===== config.mk =====
export PLATFORM = sky130hd
export DESIGN_NAME = wb_stream_dma
export DESIGN_NICKNAME = d
export VERILOG_FILES = /design/src/rtl/wb_stream_dma.sv
export SDC_FILE = /design/constraint.sdc
export NUM_CORES = 1
export LEC_CHECK = 0
export CAP_MARGIN = 20
export CORE_AREA = 8 8 198 200
export CTS_CLUSTER_SIZE = 24
export DETAILED_ROUTE_END_ITERATION = 16
export DIE_AREA = 0 0 206 208
export HOLD_SLACK_MARGIN = 0.03
export PLACE_DENSITY_LB_ADDON = 0.08
export SYNTH_ARGS = -nofsm -noshare
export SYNTH_HDL_FRONTEND = slang
export SYNTH_SLANG_ARGS = --single-unit

===== constraint.sdc =====
create_clock -name axis_clk -period 4.34 [get_ports axis_clk]
set_clock_uncertainty 0.1 [all_clocks]
set_input_delay 0.868 -clock axis_clk [delete_from_list [all_inputs] [get_ports axis_clk]]
set_output_delay 0.868 -clock axis_clk [all_outputs]
set_load 0.01 [all_outputs]

===== src/rtl/wb_stream_dma.sv =====
// ============================================================================
// Module      : wb_stream_dma
// Description : Wishbone master DMA. It reads LEN source words and streams them out,
//               then collects LEN result words and writes them back to the destination.
// Revision    : 1.0 - initial release
// ============================================================================
`default_nettype none

module wb_stream_dma #(
  parameter int LEN_W     = 16,
  parameter int RX_DEPTH  = 4,
  parameter int OUT_DEPTH = 2
) (
  input  logic             axis_clk,
  input  logic             axis_rst_n,
  input  logic             start,
  input  logic [31:0]      src_addr,
  input  logic [31:0]      dst_addr,
  input  logic [LEN_W-1:0] len,
  output logic             busy,
  output logic             done,
  output logic             tlast_err,
  output logic             wbm_cyc_o,
  output logic             wbm_stb_o,
  output logic             wbm_we_o,
  output logic [3:0]       wbm_sel_o,
  output logic [31:0]      wbm_adr_o,
  output logic [31:0]      wbm_dat_o,
  input  logic [31:0]      wbm_dat_i,
  input  logic             wbm_ack_i,
  output logic             out_tvalid,
  output logic [31:0]      out_tdata,
  output logic             out_tlast,
  input  logic             out_tready,
  input  logic             in_tvalid,
  input  logic [31:0]      in_tdata,
  input  logic             in_tlast,
  output logic             in_tready
);

  localparam int RX_AW  = $clog2(RX_DEPTH);
  localparam int OUT_AW = $clog2(OUT_DEPTH);

  localparam logic [2:0] S_IDLE = 3'd0;
  localparam logic [2:0] S_ARB  = 3'd1;
  localparam logic [2:0] S_RD   = 3'd2;
  localparam logic [2:0] S_WR   = 3'd3;
  localparam logic [2:0] S_FIN  = 3'd4;

  logic [2:0]       state_q, state_d;
  logic [31:0]      src_q, src_d, dst_q, dst_d, adr_q, adr_d;
  logic [LEN_W-1:0] len_q, len_d, rd_cnt_q, rd_cnt_d, wr_cnt_q, wr_cnt_d;
  logic [LEN_W-1:0] rx_cnt_q, rx_cnt_d, sent_q, sent_d;
  logic             busy_q, busy_d, done_q, done_d, err_q, err_d;
  logic             cyc_q, cyc_d, we_q, we_d;

  logic [31:0]      rx_mem [RX_DEPTH];
  logic [RX_AW-1:0] rx_wp_q, rx_rp_q;
  logic [RX_AW:0]   rx_occ_q;
  logic [31:0]       out_mem [OUT_DEPTH];
  logic [OUT_AW-1:0] out_wp_q, out_rp_q;
  logic [OUT_AW:0]   out_occ_q;

  logic w_ack, w_rx_push, w_rx_pop, w_out_push, w_out_pop, w_accept, w_last_beat;

  assign w_ack       = cyc_q & wbm_ack_i;
  assign w_accept    = (state_q == S_IDLE) & start;
  assign in_tready   = busy_q & (rx_occ_q != (RX_AW+1)'(RX_DEPTH)) & (rx_cnt_q < len_q);
  assign w_rx_push   = in_tvalid & in_tready;
  assign w_rx_pop    = (state_q == S_WR) & w_ack;
  assign out_tvalid  = (out_occ_q != '0);
  assign w_out_push  = (state_q == S_RD) & w_ack;
  assign w_out_pop   = out_tvalid & out_tready;
  assign w_last_beat = (rx_cnt_q == len_q - LEN_W'(1));

  assign busy      = busy_q;
  assign done      = done_q;
  assign tlast_err = err_q;
  assign wbm_cyc_o = cyc_q;
  assign wbm_stb_o = cyc_q;
  assign wbm_we_o  = we_q;
  assign wbm_sel_o = cyc_q ? 4'hF : 4'h0;
  assign wbm_adr_o = adr_q;
  assign wbm_dat_o = (cyc_q & we_q) ? rx_mem[rx_rp_q] : 32'h0;
  assign out_tdata = out_tvalid ? out_mem[out_rp_q] : 32'h0;
  assign out_tlast = out_tvalid & (sent_q == len_q - LEN_W'(1));

  always_comb begin
    state_d  = state_q;
    src_d    = src_q;
    dst_d    = dst_q;
    len_d    = len_q;
    adr_d    = adr_q;
    rd_cnt_d = rd_cnt_q;
    wr_cnt_d = wr_cnt_q;
    rx_cnt_d = rx_cnt_q;
    sent_d   = sent_q;
    busy_d   = busy_q;
    done_d   = 1'b0;
    err_d    = err_q;
    cyc_d    = cyc_q;
    we_d     = we_q;
    case (state_q)
      S_IDLE: begin
        if (start) begin
          state_d  = S_ARB;
          src_d    = src_addr;
          dst_d    = dst_addr;
          len_d    = len;
          rd_cnt_d = '0;
          wr_cnt_d = '0;
          rx_cnt_d = '0;
          sent_d   = '0;
          err_d    = 1'b0;
          busy_d   = 1'b1;
        end
      end
      S_ARB: begin
        // Pending results go first so the accelerator's output never backs up.
        if (rx_occ_q != '0) begin
          state_d = S_WR;
          cyc_d   = 1'b1;
          we_d    = 1'b1;
          adr_d   = dst_q + (32'(wr_cnt_q) << 2);
        end else if ((rd_cnt_q < len_q) && (out_occ_q != (OUT_AW+1)'(OUT_DEPTH))) begin
          state_d = S_RD;
          cyc_d   = 1'b1;
          we_d    = 1'b0;
          adr_d   = src_q + (32'(rd_cnt_q) << 2);
        end else if ((wr_cnt_q == len_q) && (out_occ_q == '0) && (sent_q == len_q)) begin
          state_d = S_FIN;
          busy_d  = 1'b0;
          done_d  = 1'b1;
        end
      end
      S_RD: begin
        if (w_ack) begin
          rd_cnt_d = rd_cnt_q + LEN_W'(1);
          cyc_d    = 1'b0;
          state_d  = S_ARB;
        end
      end
      S_WR: begin
        if (w_ack) begin
          wr_cnt_d = wr_cnt_q + LEN_W'(1);
          cyc_d    = 1'b0;
          we_d     = 1'b0;
          state_d  = S_ARB;
        end
      end
      S_FIN:   state_d = S_IDLE;
      default: state_d = S_IDLE;
    endcase
    // A misplaced tlast is flagged but the word is still taken.
    if (w_rx_push) begin
      rx_cnt_d = rx_cnt_q + LEN_W'(1);
      if (in_tlast != w_last_beat) err_d = 1'b1;
    end
    if (w_out_pop) sent_d = sent_q + LEN_W'(1);
  end

  always_ff @(posedge axis_clk or negedge axis_rst_n) begin
    if (!axis_rst_n) begin
      state_q  <= S_IDLE;
      src_q    <= '0;
      dst_q    <= '0;
      len_q    <= '0;
      adr_q    <= '0;
      rd_cnt_q <= '0;
      wr_cnt_q <= '0;
      rx_cnt_q <= '0;
      sent_q   <= '0;
      busy_q   <= 1'b0;
      done_q   <= 1'b0;
      err_q    <= 1'b0;
      cyc_q    <= 1'b0;
      we_q     <= 1'b0;
    end else begin
      state_q  <= state_d;
      src_q    <= src_d;
      dst_q    <= dst_d;
      len_q    <= len_d;
      adr_q    <= adr_d;
      rd_cnt_q <= rd_cnt_d;
      wr_cnt_q <= wr_cnt_d;
      rx_cnt_q <= rx_cnt_d;
      sent_q   <= sent_d;
      busy_q   <= busy_d;
      done_q   <= done_d;
      err_q    <= err_d;
      cyc_q    <= cyc_d;
      we_q     <= we_d;
    end
  end

  always_ff @(posedge axis_clk or negedge axis_rst_n) begin
    if (!axis_rst_n) begin
      rx_wp_q   <= '0;
      rx_rp_q   <= '0;
      rx_occ_q  <= '0;
      out_wp_q  <= '0;
      out_rp_q  <= '0;
      out_occ_q <= '0;
    end else if (w_accept) begin
      rx_wp_q   <= '0;
      rx_rp_q   <= '0;
      rx_occ_q  <= '0;
      out_wp_q  <= '0;
      out_rp_q  <= '0;
      out_occ_q <= '0;
    end else begin
      if (w_rx_push) rx_wp_q <= rx_wp_q + RX_AW'(1);
      if (w_rx_pop)  rx_rp_q <= rx_rp_q + RX_AW'(1);
      if (w_rx_push && !w_rx_pop)      rx_occ_q <= rx_occ_q + (RX_AW+1)'(1);
      else if (!w_rx_push && w_rx_pop) rx_occ_q <= rx_occ_q - (RX_AW+1)'(1);
      if (w_out_push) out_wp_q <= out_wp_q + OUT_AW'(1);
      if (w_out_pop)  out_rp_q <= out_rp_q + OUT_AW'(1);
      if (w_out_push && !w_out_pop)      out_occ_q <= out_occ_q + (OUT_AW+1)'(1);
      else if (!w_out_push && w_out_pop) out_occ_q <= out_occ_q - (OUT_AW+1)'(1);
    end
  end

  always_ff @(posedge axis_clk) begin
    if (w_rx_push)  rx_mem[rx_wp_q]   <= in_tdata;
    if (w_out_push) out_mem[out_wp_q] <= wbm_dat_i;
  end

endmodule

`default_nettype wire


## Word level (Yosys, flattened, before mapping)

Memories as Yosys holds them, arrays and structs flattened.
Cells that the tools add are included.

- Div/mod/pow operators: 0
- Bitwise gates (word level): 10
- Shift operators: 0
- Multiply operators: 0
- $lt $le $gt $ge: 2
- Muxes and demuxes: 57
- Reduce and logical (&&, ||, !) cells: 42
- $add $sub $neg: 15
- Eq/ne operators: 19

Operators with widths:

| kind | count |
|---|---|
| $mux W32 | 4 |
| $mux W16 | 6 |
| $add A16 B1 Y16 const B | 4 |
| $add A32 B18 Y32 | 2 |
| $eq A16 B16 Y1 | 4 |
| $pmux W16 S2 | 2 |
| $lt A16 B16 Y1 | 2 |
| $reduce_bool A2 Y1 | 15 |
| $mux W1 | 25 |
| $mux W3 | 8 |
| $sub A16 B1 Y16 const B | 1 |
| $reduce_and A3 Y1 | 5 |
| $mux W2 | 7 |
| $ne A2 B2 Y1 const B | 7 |
| $and A1 B1 Y1 | 10 |
| $pmux W3 S3 | 1 |
| $reduce_bool A3 Y1 | 3 |
| $reduce_and A2 Y1 | 4 |
| $logic_and A1 B1 Y1 | 7 |
| $add A2 B1 Y2 const B | 3 |
| $eq A3 B2 Y1 const B | 2 |
| $ne A3 B3 Y1 const B | 2 |
| $pmux W1 S2 | 3 |
| $reduce_and A5 Y1 | 1 |
| other kinds (13) | 17 |

- Logic and storage cells: 167
- RAM bits: 192
- Input bits: 151
- Output and inout bits: 109
- Bits in registers: 195
- Bits in latches: 0
- Memories: 2
- Bits in read-only memories: 0

Memories:

| name | words | bits a word | rd ports | clocked after memory_dff | wr ports | RTL line | source |
|---|---|---|---|---|---|---|---|
| rx_mem | 4 | 32 | 1 | 0 | 1 | 57 | `logic [31:0] rx_mem [RX_DEPTH];` |
| out_mem | 2 | 32 | 1 | 0 | 1 | 60 | `logic [31:0] out_mem [OUT_DEPTH];` |

## Depth between registers and ports, before layout

Gate-level depths: netlist of run 1.

- Depth in word-level cells: 9
- Gate-level depth with buffers: 14
- Gate-level depth less buffers: 12

## Least setup slack after synthesis of run 1

OpenSTA, ideal clock, no wires.

- Path kind: register -> register
- From: reg len_q[5]
- To: mem rx_mem[0][0], enable pin
- Path slack: 0.909 ns
- Cell stages (with the launch flop): 11
- Buffers on the path: 2
- Library setup time: 0.392 ns
- Arrival time: 2.939 ns
- Path through: dfrtp_1 > clkbuf_1 > inv_1 > ha_1 > a21o_1 > nand3_1 > a21oi_1 > nor3_1 > or2_2 > clkbuf_1 > and3_1

- Longest elaborated chain between the ends: 5

Ends and longest elaborated chain:

| item | RTL line | source |
|---|---|---|
| from (decl) | 52 | `logic [LEN_W-1:0] len_q, len_d, rd_cnt_q, rd_cnt_d, wr_cnt_q, wr_cnt_d;` |
| from (signal assigned) | 182 | `len_q <= len_d;` |
| $lt A16 B16 Y1 | 68 | `assign in_tready = busy_q & (rx_occ_q != (RX_AW+1)'(RX_DEPTH)) & (rx_cnt_q < len_q);` |
| $and A1 B1 Y1 | 68 |  |
| named net in_tready | 38 | `output logic in_tready` |
| $and A1 B1 Y1 | 69 | `assign w_rx_push = in_tvalid & in_tready;` |
| $mux W1 | 224 | `if (w_rx_push) rx_mem[rx_wp_q] <= in_tdata;` |
| $mux W1 (implied by the code) | 224 |  |
| to (decl) | 57 |  |

The timed path passes the listed nets, and every way through them passes these cells.

## Worst setup path after layout of run 1

- From: reg len_q[4]
- To: out in_tready

- Longest elaborated chain between the ends: 2

Ends and longest elaborated chain:

| item | RTL line |
|---|---|
| $lt A16 B16 Y1 | 68 |
| $and A1 B1 Y1 | 68 |
| to (decl) | 38 |

Every way passes these cells.

==> results of run 1 <==
==> cell type report <==
class | instances | area (µm²) | share of cell area [%]
Multi-Input combinational cell | 1293 | 8460 | 35.0
Clock buffer | 56 | 1150 | 4.78
Timing Repair Buffer | 295 | 2880 | 11.9
Inverter | 42 | 161 | 0.669
Sequential cell | 387 | 10700 | 44.1
Tap cell | 468 | 586 | 2.43
Clock inverter | 21 | 250 | 1.04
==> sequential cells by signal, summed over array words and instances, names as in the netlist <==
register and count:
busy 1, done 1, dst_q 32, len_q 16
out_mem 64, out_occ_q 2, out_rp_q 1, out_wp_q 1
rd_cnt_q 16, rx_cnt_q 16, rx_mem 128, rx_occ_q 3
rx_rp_q 2, rx_wp_q 2, sent_q 16, src_q 32
state_q 3, tlast_err 1, wbm_adr_o 32, wbm_cyc_o 1
wbm_we_o 1, wr_cnt_q 16
==> worst max-delay path: stages, from the launching register on <==
cell and delay, ns:
dfrtp_1 0.56, clkinvlp_4 0.31, ha_1 0.35, nand4_1 0.12, a211oi_1 0.31, nor3_2 0.11
or2_2 0.37, clkdlybuf4s50_1 0.55
==> synthesized netlist by cell type, types with 21 or more instances <==
cell type / number / area (µm²)
nand2_1: 297 / 1110
dfrtp_1: 195 / 4880
edfxtp_1: 192 / 5770
nor2_1: 156 / 586
o21ai_0: 118 / 591
a21oi_1: 73 / 365
and3_1: 72 / 450
ha_1: 72 / 901
xnor2_1: 72 / 631
clkbuf_1: 64 / 240
xor2_1: 58 / 508
nand3_1: 57 / 285
inv_1: 41 / 154
mux2i_1: 35 / 350
mux4_2: 32 / 721
nand4_1: 24 / 150
nor3_1: 21 / 105
==> placed cells by master (no fill, tap or decap), types with 32 or more instances in the layout <==
cell type	netlist	routed
clkbuf_16	0	43
mux2i_1	35	35
and3_1	72	72
o21ai_0	118	118
ha_1	72	71
xnor2_1	72	71
a21oi_1	73	72
nand3_1	57	57
clkdlybuf4s50_1	0	257
dfrtp_1	195	190
mux4_2	32	32
buf_4	7	35
xor2_1	58	58
inv_1	41	40
edfxtp_1	192	192
nand2_1	297	296
nor2_1	156	154
==> kinds of logic (layout without fill, tap and decap cells) <==
logic type,Yosys count,after routing
muxes,69,69
AOI/OAI and AO/OA,307,307
and+or+nand+nor,711,711
xor gates and xnor gates,131,131
adders and majority gates,75,75
buffers and inverters,132,414
DFF,387,387
==> stage by stage <==
stage | instance area, µm² | worst slack [ns]
after global routing | 24100 | -0.00969
after global placement | 22700 | 0.579
after detailed placement | 22700 | 0.542
final | 24100 | 0.127
after CTS | 24100 | 0.0550
after floorplan | 19600 | 0.909
==> final timing paths <==
| path | startpoint | end | slack [ns] | cells after the start |
|---|---|---|---|---|
| setup / recovery | len_q[4]$_DFFE_PN0P_ | in_tready | 0.13 | 7 |
| hold / removal | axis_rst_n | dst_q[25]$_DFFE_PN0P_ | 0.25 | 1 |
| setup reg to reg | rd_cnt_q[0]$_DFFE_PN0P_ | wbm_adr_o[18]$_DFFE_PN0P_ | 0.83 | 11 |
| hold reg to reg | src_q[1]$_DFFE_PN0P_ | src_q[1]$_DFFE_PN0P_ | 0.38 | 2 |
| max in group asynchronous | axis_rst_n | len_q[5]$_DFFE_PN0P_ | 2.98 | 2 |
| min in group axis_clk | src_q[1]$_DFFE_PN0P_ | src_q[1]$_DFFE_PN0P_ | 0.38 | 2 |
==> power by group <==
group	internal [mW]	total, mW	leakage [nW]	switching, mW
clock network	2.12	3.62	0.675	1.50
registers	4.15	4.25	4.32	0.101
logic	0.287	0.683	5.14	0.395
==> repair_timing <==
action	in CTS	in global routing
hold buffers	0	0
endpoints found under the hold margin	0	0
pin swaps	2	0
buffers inserted	2	0
resized for setup	8	4
setup endpoints to repair	1	1
==> per-layer routing <==
metal | vias up | wire length, µm
met5 | - | 0
met4 | 0 | 1850
met1 | 7332 | 22800
li1 | 6988 | -
met3 | 98 | 3670
met2 | 461 | 25000
==> results.sh, run 1 <==
export IMPL_power_density_nw_per_um2=354
export IMPL_cts_sinks=387
export IMPL_cts_root_buf="clkbuf_16"
export IMPL_synth_enable_flop_cells=192
export IMPL_start_kind="register"
export IMPL_start_util_pct=54.4
export IMPL_status="finished, final reports clean"
export IMPL_synth_top_family_by_area="simple AND/OR/NAND/NOR gates"
export IMPL_synth_seq_cells=387
export IMPL_place_congestion=0.959
export IMPL_antenna_found_initial=0
export IMPL_cts_path_max_buffers=3
export IMPL_row_count=70
export IMPL_grt_util_met2_pct=38.9
export IMPL_synthSimpleGateAreaFrac_pct=16.7
export IMPL_synthXorXnorAreaFrac_pct=5.88
export IMPL_ys_seq_area_share_pct=54.2
export IMPL_grtUsageMet1_pct=33.7
export IMPL_final_core_util_pct=66.9
export IMPL_grt_usage_pct=24.8
export IMPL_critPathKind="reg -> out"
export IMPL_cts_inserted_buffers=42
export IMPL_core_region_area_um2=36100
export IMPL_worstPathMaxFanout=11
export IMPL_cp_arrival_ns=3.24
export IMPL_synth_main_ff_cell="dfrtp_1"
export IMPL_clock_latency_ns=0.59
export IMPL_via_per_inst=5.81
export IMPL_htreeDepth=2
export IMPL_slew_headroom_pct=23.8
export IMPL_drt_pass1_iter_count=6
export IMPL_synthArstFlopShare_pct=50.4
export IMPL_grt_start_max_net_pins=92
export IMPL_dieArea_um2=42800
export IMPL_irDropWorstVdd_uv=395
export IMPL_wl_per_cell_um=20.8
export IMPL_cap_violations=0
export IMPL_cp_data_required_time_ns=3.37
export IMPL_finalHoldViolations=0
export IMPL_first_iter_violations=1177
export IMPL_fin_setup_tns_ns=0
export IMPL_grt_pass1_wl_um=83800
export IMPL_fin_nets=2287
export IMPL_wl_um=53300
export IMPL_power_total_mw=8.56
export IMPL_synthMuxAreaShare_pct=5.57
export IMPL_grt_util_met3_pct=4.71
export IMPL_tritoncts="done"
export IMPL_min_path_type="in -> async"
export IMPL_max_freq_mhz=237
export IMPL_cp_end_kind="output port"
export IMPL_slew_viol_final=0
export IMPL_grt_ovfl_total=0
export IMPL_fillers=2772
export IMPL_finalCritPeriodShare_pct=97.1
export IMPL_p_leak_nw=10.1
export IMPL_final_cells=2562
export IMPL_grt_busiest_layer="met2"
export IMPL_syn_area_um2=19600
export IMPL_path_clk_slew_ns=0.06
export IMPL_dp_cells=2483
export IMPL_port_buffers=259
export IMPL_die_h_um=208
export IMPL_synth_fa_ha_area_share_pct=4.90
export IMPL_drc_errors=0
export IMPL_holdWs_ns=0.250
export IMPL_n_antenna_cell=0
export IMPL_worst_pin_slew_ns=1.14
export IMPL_dp_final_hpwl_um=38000
export IMPL_post_synth_cell_area_avg_um2=10.8
export IMPL_postRouteAntennaNets=0
export IMPL_netlist_instances=1812
export IMPL_drive_gt1_share_pct=7.83
export IMPL_yosysWarnings=0
export IMPL_period_minus_slack_ns=4.21
export IMPL_ioPinCount=260
export IMPL_synth_cell_types=76
export IMPL_synth_compound_area_share_pct=9.70
export IMPL_die_w_um=206
export IMPL_synth_fp_nets=2038
export IMPL_setup_viol_count_final=0
export IMPL_area_growth_pct=23.0
export IMPL_first_global_vias=14952
export IMPL_via_count=14879
Power figures use the tool's default switching activity.
==> inputs of run 2 (changes only) <==
- CORE_AREA: 8 8 198 200 -> 8 8 197 199
- DIE_AREA: 0 0 206 208 -> 0 0 205 207
==> run 2 against run 1 <==
- via count decreased by 0.93%
- register-to-register slack improved by 0.03 ns
- sequential share of layout area about the same
- first-iteration DRC count decreased by 24%
- setup slack improved by 0.078 ns
- core utilization increased by 0.34 points
- clock-buffer cell count decreased by 6
- critical path depth unchanged
- non-clock buffer count increased by 3
- clock power decreased by 3%
- maximum frequency increased by 1.9%
- largest power group unchanged
==> results.sh, run 2 (synthesis gave the netlist of run 1 again) <==
export IMPL_rrSetupSlack_ns=0.86
export IMPL_placedInstanceArea_um2=22700
export IMPL_dieArea_um2=42400
export IMPL_dp_final_hpwl_um=38000
export IMPL_grt_ovfl_total=0
export IMPL_setup_viol_count_final=0
export IMPL_largest_reg_flops=128
export IMPL_crit_slowest_cell="dfrtp_1"
export IMPL_port_buffers=259
export IMPL_row_count=70
export IMPL_wl_per_cell_um=21.0
export IMPL_r2r_start="len_q[5]$_DFFE_PN0P_"
export IMPL_largest_registers="rx_mem: 128 flops, out_mem: 64 flops"
export IMPL_cp_data_required_time_ns=3.37
export IMPL_start_util_pct=54.7
export IMPL_most_common_layout_cells="nand2_1, clkdlybuf4s50_1, dfrtp_1, edfxtp_1, nor2_1"
export IMPL_status="finished, final reports clean"
export IMPL_p_leak_nw=10.2
export IMPL_htreeDepth=2
export IMPL_finalHoldViolations=0
export IMPL_first_global_vias=15075
export IMPL_regMostFlops="rx_mem"
export IMPL_period_minus_slack_ns=4.14
export IMPL_tritoncts="done"
export IMPL_finalCritPeriodShare_pct=95.3
export IMPL_rr_worst_depth=11
export IMPL_drt_pass1_iter_count=5
export IMPL_area_growth_pct=23.0
export IMPL_max_stage_delay_ns=0.58
export IMPL_cts_path_max_buffers=3
export IMPL_crit_chain="inv_1 > ha_1 > nand4_1 > a211oi_1 > nor3_2 > or2_2 > clkdlybuf4s50_1"
export IMPL_cts_root_buf="clkbuf_16"
export IMPL_postRouteAntennaNets=0
export IMPL_cp_end_kind="output port"
export IMPL_grt_pass1_wl_um=85700
export IMPL_place_congestion=0.881
export IMPL_worst_pin_slew_ns=1.02
export IMPL_cts_inserted_buffers=42
export IMPL_die_w_um=205
export IMPL_ioPinCount=260
export IMPL_slew_headroom_pct=31.9
export IMPL_slew_viol_final=0
export IMPL_fin_setup_tns_ns=0
export IMPL_drc_errors=0
export IMPL_fin_nets=2290
export IMPL_path_clk_slew_ns=0.06
export IMPL_cap_violations=0
export IMPL_wl_um=53800
export IMPL_critPathKind="reg -> out"
export IMPL_grt_usage_pct=25.3
export IMPL_start_kind="register"
export IMPL_core_region_area_um2=35900
export IMPL_grt_setup_unrepaired="false"
export IMPL_max_freq_mhz=242
export IMPL_final_common_cell="nand2_1"
export IMPL_grt_start_max_net_pins=74
export IMPL_r2r_end="wbm_adr_o[19]$_DFFE_PN0P_"
export IMPL_fillers=2778
export IMPL_via_per_inst=5.75
export IMPL_cts_sinks=387
export IMPL_clock_latency_ns=0.56
export IMPL_power_total_mw=8.48
export IMPL_cp_arrival_ns=3.17
export IMPL_power_density_nw_per_um2=351
export IMPL_first_iter_violations=891
export IMPL_drive_gt1_share_pct=7.88
export IMPL_worstPathMaxFanout=11
export IMPL_die_h_um=207
export IMPL_irDropWorstVdd_uv=367
export IMPL_final_cell_area_um2=24100
export IMPL_cts_hold_buf=0
export IMPL_min_path_type="in -> async"
export IMPL_antenna_found_initial=3
export IMPL_via_count=14741
## run 2: changes by cell type in the layout (fill, tap and decap cells not counted), moves of 2 or more
cell	delta
dfrtp_1	+2
clkinv_2	+4
clkbuf_1	-5
dfrtp_2	-2
## run 2: through the flow
stage / std cells / util [%] / hold slack (ns) / worst slack (ns)
global route: 2563 / 67.2 / 0.270 / 0.0217
floorplan: 1812 / - / 0.344 / 0.909
global placement: 2481 / 63.2 / 0.371 / 0.583
finish: 2563 / 67.2 / 0.228 / 0.205
detailed placement: 2481 / 63.2 / 0.370 / 0.528
CTS: 2556 / 67.0 / 0.242 / 0.137
## run 2: report_power, final
| group | total (mW) | switching [mW] | leakage (nW) | internal, mW |
|---|---|---|---|---|
| registers | 4.26 | 0.103 | 4.32 | 4.15 |
| clock network | 3.52 | 1.48 | 0.666 | 2.04 |
| logic | 0.700 | 0.400 | 5.16 | 0.299 |
## run 2: cell type report
cell class	count	area, µm²	area share [%]
Clock buffer	50	1120	4.65
Timing Repair Buffer	298	2940	12.2
Tap cell	468	586	2.42
Clock inverter	24	245	1.02
Inverter	42	161	0.668
Sequential cell	387	10600	44.1
Multi-Input combinational cell	1293	8440	35.0
Antenna cell	1	2.50	0.0104
## run 2: worst max path at each step
| stage | start | to | slack, ns | depth (start not counted) |
|---|---|---|---|---|
| finish | len_q[5]$_DFFE_PN0P_ | in_tready | 0.20 | 7 |
| global placement | len_q[0]$_DFFE_PN0P_ | out_tlast | 0.58 | 11 |
| global route | len_q[5]$_DFFE_PN0P_ | in_tready | 0.02 | 7 |
| CTS | len_q[5]$_DFFE_PN0P_ | in_tready | 0.14 | 8 |
| detailed placement | len_q[0]$_DFFE_PN0P_ | out_tlast | 0.53 | 11 |
| floorplan | len_q[5]$_DFFE_PN0P_ | rx_mem[0][0]$_DFFE_PP_ | 0.91 | 10 |
## run 2: layer usage
layer | share of wire [%] | up-vias | wire (µm) | track usage [%]
li1 | - | 6991 | - | -
met1 | 44 | 7206 | 23500 | 34.6
met2 | 47 | 451 | 25200 | 39.8
met3 | 6.6 | 89 | 3540 | 5.70
met4 | 2.8 | 4 | 1510 | 8.04
met5 | 0.050 | - | 27 | 0
## run 2: repair_timing
item / in CTS / in global routing
pin swaps: 2 / 1
setup endpoints to repair: 1 / 2
setup buffers: 1 / 5
gates cloned: 0 / 0
resized for setup: 5 / 3
hold endpoints to repair: 0 / 0
## run 2: critical path, delay by kind of cell, from the launching register on
kind	cells	cell delay, ns
flip-flops	1	0.58
adder cells (fa/ha/maj)	1	0.36
AO/OA/AOI/OAI	1	0.30
buffers and inverters	2	0.78
AND/OR/NAND/NOR	3	0.59
